--- config.mk ---
export PLATFORM = sky130hd
export DESIGN_NAME = bmem_arbiter
export DESIGN_NICKNAME = d
export VERILOG_FILES = /design/src/rtl/bmem_arbiter.sv
export SDC_FILE = /design/constraint.sdc
export NUM_CORES = 1
export LEC_CHECK = 0
export CAP_MARGIN = 15
export CORE_AREA = 2 2 229 231
export CTS_BUF_LIST = sky130_fd_sc_hd__clkbuf_2 sky130_fd_sc_hd__clkbuf_4 sky130_fd_sc_hd__clkbuf_8
export DETAILED_ROUTE_END_ITERATION = 16
export DIE_AREA = 0 0 231 233
export RECOVER_POWER = 50
export SETUP_SLACK_MARGIN = 0.1
export SKIP_LAST_GASP = 1
export SLEW_MARGIN = 0
export SYNTH_ARGS = -nofsm -noshare
export SYNTH_HDL_FRONTEND = slang
export SYNTH_SLANG_ARGS = --single-unit
export TNS_END_PERCENT = 100
--- constraint.sdc ---
create_clock -name clk -period 6.1 [get_ports clk]
set_input_delay 0.61 -clock clk [delete_from_list [all_inputs] [get_ports clk]]
set_output_delay 0.61 -clock clk [all_outputs]
set_load 0.005 [all_outputs]
--- src/rtl/bmem_arbiter.sv ---
// bmem_arbiter: shares the single burst-memory port between the OoO core
// memory unit (port 0) and the pipelined core memory unit (port 1).
// Whole transactions are arbitrated. A write burst locks the port to its
// owner until the final beat is accepted. An owner FIFO routes each
// returning read burst back to the port that issued it.
// Build option: define BMEM_ARB_RR_EN for round-robin arbitration in IDLE.
// Without it, port 0 has fixed priority.
module bmem_arbiter #(
  parameter int BURST_LEN       = 4,
  parameter int MAX_OUTSTANDING = 4
) (
  input  logic        clk,
  input  logic        rst,
  input  logic [31:0] p0_addr,
  input  logic        p0_read,
  input  logic        p0_write,
  input  logic [63:0] p0_wdata,
  output logic        p0_ready,
  output logic [31:0] p0_raddr,
  output logic [63:0] p0_rdata,
  output logic        p0_rvalid,
  input  logic [31:0] p1_addr,
  input  logic        p1_read,
  input  logic        p1_write,
  input  logic [63:0] p1_wdata,
  output logic        p1_ready,
  output logic [31:0] p1_raddr,
  output logic [63:0] p1_rdata,
  output logic        p1_rvalid,
  output logic [31:0] bmem_addr,
  output logic        bmem_read,
  output logic        bmem_write,
  output logic [63:0] bmem_wdata,
  input  logic        bmem_ready,
  input  logic [31:0] bmem_raddr,
  input  logic [63:0] bmem_rdata,
  input  logic        bmem_rvalid,
  output logic        resp_err
);

  localparam int BW = (BURST_LEN > 1) ? $clog2(BURST_LEN) : 1;
  localparam int AW = (MAX_OUTSTANDING > 1) ? $clog2(MAX_OUTSTANDING) : 1;

  typedef enum logic {IDLE, WBURST} state_t;

  state_t                     r_state;
  state_t                     w_state_nxt;
  logic                       r_owner;
  logic [BW-1:0]              r_wbeat;
  logic [MAX_OUTSTANDING-1:0] r_fifo;
  logic [AW-1:0]              r_wptr;
  logic [AW-1:0]              r_rptr;
  logic [AW:0]                r_count;
  logic [BW-1:0]              r_rbeat;
  logic                       r_resp_err;
`ifdef BMEM_ARB_RR_EN
  logic                       r_rr_ptr;
`endif

  logic        w_empty;
  logic        w_head;
  logic        w_pop;
  logic        w_push;
  logic        w_full;
  logic        w_p0_elig;
  logic        w_p1_elig;
  logic        w_sel;
  logic        w_drive;
  logic        w_sel_write;
  logic        w_sel_read;
  logic [31:0] w_sel_addr;
  logic [63:0] w_sel_wdata;
  logic        w_acc;
  logic        w_rd_acc;
  logic        w_wr_acc;
  logic        w_burst_done;
  logic [AW-1:0] w_wptr_nxt;
  logic [AW-1:0] w_rptr_nxt;

  // Owner FIFO status; a slot freed by the final beat of the head burst
  // can be reused by a read accepted in that same cycle.
  assign w_empty = (r_count == '0);
  assign w_head  = r_fifo[r_rptr];
  assign w_pop   = bmem_rvalid && !w_empty && (r_rbeat == BW'(BURST_LEN - 1));
  assign w_full  = (r_count == (AW+1)'(MAX_OUTSTANDING)) && !w_pop;

  // Write takes precedence over read on the same port, so a writing port is
  // eligible even when the FIFO has no room. Nothing is granted in reset.
  assign w_p0_elig = rst && (p0_write || (p0_read && !w_full));
  assign w_p1_elig = rst && (p1_write || (p1_read && !w_full));

  // Grant selection and next state: IDLE arbitrates, WBURST follows the owner.
  always_comb begin
    w_sel       = 1'b0;
    w_drive     = 1'b0;
    w_state_nxt = r_state;
    case (r_state)
      IDLE: begin
        w_drive = w_p0_elig || w_p1_elig;
        if (w_p0_elig && w_p1_elig) begin
`ifdef BMEM_ARB_RR_EN
          w_sel = r_rr_ptr;
`else
          w_sel = 1'b0;
`endif
        end else begin
          w_sel = w_p1_elig;
        end
        if (w_wr_acc) w_state_nxt = WBURST;
      end
      WBURST: begin
        w_sel   = r_owner;
        w_drive = 1'b1;
        if (w_burst_done) w_state_nxt = IDLE;
      end
      default: w_state_nxt = IDLE;
    endcase
  end

  assign w_sel_write = w_sel ? p1_write : p0_write;
  assign w_sel_read  = (w_sel ? p1_read : p0_read) && !w_sel_write && (r_state == IDLE);
  assign w_sel_addr  = w_sel ? p1_addr  : p0_addr;
  assign w_sel_wdata = w_sel ? p1_wdata : p0_wdata;

  assign bmem_addr  = w_drive ? w_sel_addr  : 32'h0;
  assign bmem_wdata = w_drive ? w_sel_wdata : 64'h0;
  assign bmem_read  = w_drive && w_sel_read;
  assign bmem_write = w_drive && w_sel_write;

  assign w_rd_acc     = bmem_ready && bmem_read;
  assign w_wr_acc     = bmem_ready && bmem_write;
  assign w_acc        = w_rd_acc || w_wr_acc;
  assign w_burst_done = (r_state == WBURST) && w_wr_acc && (r_wbeat == BW'(BURST_LEN - 1));
  assign w_push       = w_rd_acc;

  assign p0_ready = w_acc && !w_sel;
  assign p1_ready = w_acc &&  w_sel;

  // Response path is a pure broadcast; only the valid is steered by the head.
  assign p0_raddr  = bmem_raddr;
  assign p1_raddr  = bmem_raddr;
  assign p0_rdata  = bmem_rdata;
  assign p1_rdata  = bmem_rdata;
  assign p0_rvalid = bmem_rvalid && !w_empty && !w_head;
  assign p1_rvalid = bmem_rvalid && !w_empty &&  w_head;
  assign resp_err  = r_resp_err;

  assign w_wptr_nxt = (r_wptr == AW'(MAX_OUTSTANDING - 1)) ? '0 : r_wptr + 1'b1;
  assign w_rptr_nxt = (r_rptr == AW'(MAX_OUTSTANDING - 1)) ? '0 : r_rptr + 1'b1;

  // Arbiter state, burst owner and write beat count.
  always_ff @(posedge clk or negedge rst) begin
    if (!rst) begin
      r_state <= IDLE;
      r_owner <= 1'b0;
      r_wbeat <= '0;
    end else begin
      r_state <= w_state_nxt;
      if (r_state == IDLE && w_wr_acc) begin
        r_owner <= w_sel;
        r_wbeat <= BW'(1);
      end else if (w_burst_done) begin
        r_wbeat <= '0;
      end else if (r_state == WBURST && w_wr_acc) begin
        r_wbeat <= r_wbeat + 1'b1;
      end
    end
  end

`ifdef BMEM_ARB_RR_EN
  // Round-robin pointer moves to the other port after each completed grant.
  always_ff @(posedge clk or negedge rst) begin
    if (!rst) begin
      r_rr_ptr <= 1'b0;
    end else if (w_rd_acc || w_burst_done) begin
      r_rr_ptr <= ~w_sel;
    end
  end
`endif

  // Owner FIFO payload: the issuing port of each accepted read.
  always_ff @(posedge clk) begin
    if (w_push) r_fifo[r_wptr] <= w_sel;
  end

  // Owner FIFO pointers, occupancy, head beat count and sticky error flag.
  always_ff @(posedge clk or negedge rst) begin
    if (!rst) begin
      r_wptr     <= '0;
      r_rptr     <= '0;
      r_count    <= '0;
      r_rbeat    <= '0;
      r_resp_err <= 1'b0;
    end else begin
      if (w_push) r_wptr <= w_wptr_nxt;
      if (w_pop)  r_rptr <= w_rptr_nxt;
      if (w_push && !w_pop)      r_count <= r_count + 1'b1;
      else if (!w_push && w_pop) r_count <= r_count - 1'b1;
      if (bmem_rvalid && !w_empty) r_rbeat <= w_pop ? '0 : r_rbeat + 1'b1;
      if (bmem_rvalid && w_empty)  r_resp_err <= 1'b1;
    end
  end

endmodule

==> flow_summary.toml <==
[sta]
tightest_slew_ns = 0.988
grt_setup_unrepaired = "no"
setup_violations = 0
period_share = 0.707
fin_skew_ns = 0.00322
hold_viol = 0
whs_ns = 0.484
fin_setup_tns_ns = 0
period_minus_slack_ns = 4.31
max-slew-margin-rel = 0.341
finalMaxSlewViolations = 0
timing.final.ws_setup_ns = 1.79
timing.fmax_mhz = 232

[floorplan]
pin_count = 591
start_util = 0.110
core_area_um2 = 51100
die_x_um = 231
dieArea_um2 = 53800
die_y_um = 233
placementRows = 83

[critical_path]
r2r_start = "r_state"
cpLargestDelayFamily = "buffers and inverters"
start_kind = "primary input"
cpMostUsedCell = "clkdlybuf4s50_1"
endpoint_kind = "primary output"
path_cells = "clkdlybuf4s50_1, nor2b_1, nand2_4, o21ai_0, clkdlybuf4s50_1"
cp_slowest_cell = "clkdlybuf4s50_1"
cpPeakStageDelay_ns = 0.96
crit_type = "primary input to primary output"
timing.rr.end = "r_count[2]"
path_buf_inv = 2
cp_max_fo = 96
worst-path-stages = 5
rrSetupSlack_ns = 2.87
worstRegToRegCells = 11
crit_arrival_ns = 3.70
required_ns = 5.49

[yosys]
synth_top_family_by_area = "multiplexers"
avgSynthCellArea_um2 = 7.84
ys_types = 43
synthAdderAreaFrac = 0.0214
yosys.area_share.simple = 0.0939
ys.flop_type = "dfrtp_1"
post-synth-top-count-cell = "buf_4"
syn_area_um2 = 5620
muxShareOfSynthArea = 0.377
yosysWarnings = 0
synth-seq-cells = 18
synth.top_cell.area_share = 0.266
syn_nets = 1022
synth_compound_area_frac = 0.119
netlist_top_cells_count = "buf_4 (199), nand2_1 (101), mux2_2 (99)"
synth_xor_area_frac = 0.00467
ys_seq_area_frac = 0.0837
synthTopCellsByArea = "buf_4 (27%), mux2_2 (20%), mux2i_1 (17%)"
yosys.area.top_type = "buf_4"
ys_async_sr_fraction = 0.778
synthesis.instances = 717
synth_edf_count = 4

[power_and_ir_drop]
power_w = 0.00212
power_density_nw_per_um2 = 267
p_leak_nw = 3.37
ir_drop_mv = 0.111

[detailed_routing]
wl_per_cell_um = 14.6
m1WireLength_mm = 7.37
wl_met2_mm = 10.9
ant_nets = 0
route.met3.wl_mm = 2.24
drt_iter0_markers = 183
highest_layer = "met5"
routed_via_density = 3.47
vias = 5112
dr.pass1.iters = 4
drc_errors = 0
drt_wl_total_mm = 21.5

[global_route]
grt_overflow = 0
grt_pass1_wl_mm = 30.5
grt_pass1_vias = 5050
antenna_found_initial = 6
grt_usage = 0.0726
grt_max_degree = 97

[placed_design]
io_buffer_count = 302
place_hpwl_mm = 17.5
place_congestion = 0.719
place_ws_ns = 1.66
place_area_um2 = 7900

[outcome]
status = "finished clean"

[run]
maxCapViolations = 0

[clock_tree]
clk_latency_ns = 0.25
cts_hold_buffers = 0
cts_tree = "built"
cts_buffers = 3
clk_pin_slew_ns = 0.07
postCtsSetupRepairBufs = 0
root_buffer = "clkbuf_8"
cts_sinks = 18
cts_resized = 0
htree_num_levels = 1
cts.path.max_buffers = 2

[cells_and_area]
final_nets = 1098
area_growth_syn_to_layout_pct = 41.4
layout-drive-gt1-share = 0.145
fillers = 5800
fin_area_um2 = 7950

[worst_hold_path]
hold_depth = 1
hold_path_end = "resp_err"
hold_start = "resp_err"
worstHoldPathType = "register to register"
-- kinds of logic after synthesis --
logic type / count (synthesis)
compound gates: 120
xor+xnor: 3
fa+ha+maj: 9
buf+inv: 241
flops: 18
mux: 198
simple gates: 128
-- routing by layer --
| layer | vias up | global-route usage |
|---|---|---|
| li1 | 2440 | - |
| met1 | 2280 | 0.0733 |
| met2 | 298 | 0.136 |
| met3 | 88 | 0.0241 |
| met4 | 6 | 0.0313 |
| met5 | - | 0 |
-- sequential cells by signal (all words and copies together) (netlist names) --
signal,count
r_owner,1
r_fifo,4
r_rptr,2
resp_err,1
r_wptr,2
r_count,3
r_state,1
r_wbeat,2
r_rbeat,2
-- power breakdown --
| group | internal (W) | switching [W] | leakage (nW) |
|---|---|---|---|
| clock | 0.0000446 | 0.0000384 | 0.0232 |
| sequential | 0.000173 | 0.000134 | 0.198 |
| combinational | 0.00105 | 0.000679 | 3.15 |
-- cells in the final DEF (no fill, tap or decap), types with 2 or more instances in the layout --
cell type	n
inv_1	5
mux2_2	99
o21ai_1	23
mux2i_1	98
clkbuf_8	3
nor3_1	4
nand2_1	100
a21oi_1	2
nor2_1	6
ha_1	8
nand3_1	3
and3_1	5
buf_4	3
a21boi_1	2
clkdlybuf4s50_1	301
edfxtp_1	4
dfrtp_4	2
xor2_1	2
dfrtp_1	12
diode_2	3
a211oi_2	2
o21ai_0	78
a21o_1	3
nand2b_1	2
nor2b_1	4
-- worst register-to-register path: cells and delay by family, from the launching register on --
kind / cells / cell delay, ns
compound gates: 2 / 0.79
flops: 1 / 0.78
fa+ha+maj: 2 / 0.55
simple gates: 3 / 0.54
xor+xnor: 2 / 0.32
buf+inv: 2 / 0.17
-- worst max path at each step --
stage / from / endpoint / slack (ns)
after floorplan: rst / r_count[2] / 3.38
after global placement: rst / bmem_wdata[26] / 1.79
after detailed placement: rst / bmem_wdata[26] / 1.66
after CTS: rst / bmem_wdata[35] / 1.66
after global routing: rst / bmem_wdata[26] / 1.34
final: rst / bmem_wdata[26] / 1.79
-- area by class of cell --
cell class / instances / area, um^2 / area share
multi-input cells: 458 / 3480 / 0.438
repair buffers: 306 / 3070 / 0.386
well taps: 680 / 851 / 0.107
flip-flops and latches: 18 / 478 / 0.0601
clock buffers: 3 / 41.3 / 0.00519
inverters: 6 / 22.5 / 0.00283
diodes: 3 / 7.51 / 0.000944
clock inverters: 1 / 3.75 / 0.000472
-- stage by stage --
stage | cells | util
final | 1475 | 0.156
after CTS | 1472 | 0.155
after detailed placement | 1468 | 0.155
after global placement | 1468 | 0.155
after floorplan | 717 | -
after global routing | 1473 | 0.156
(Power assumes the default switching activity.)
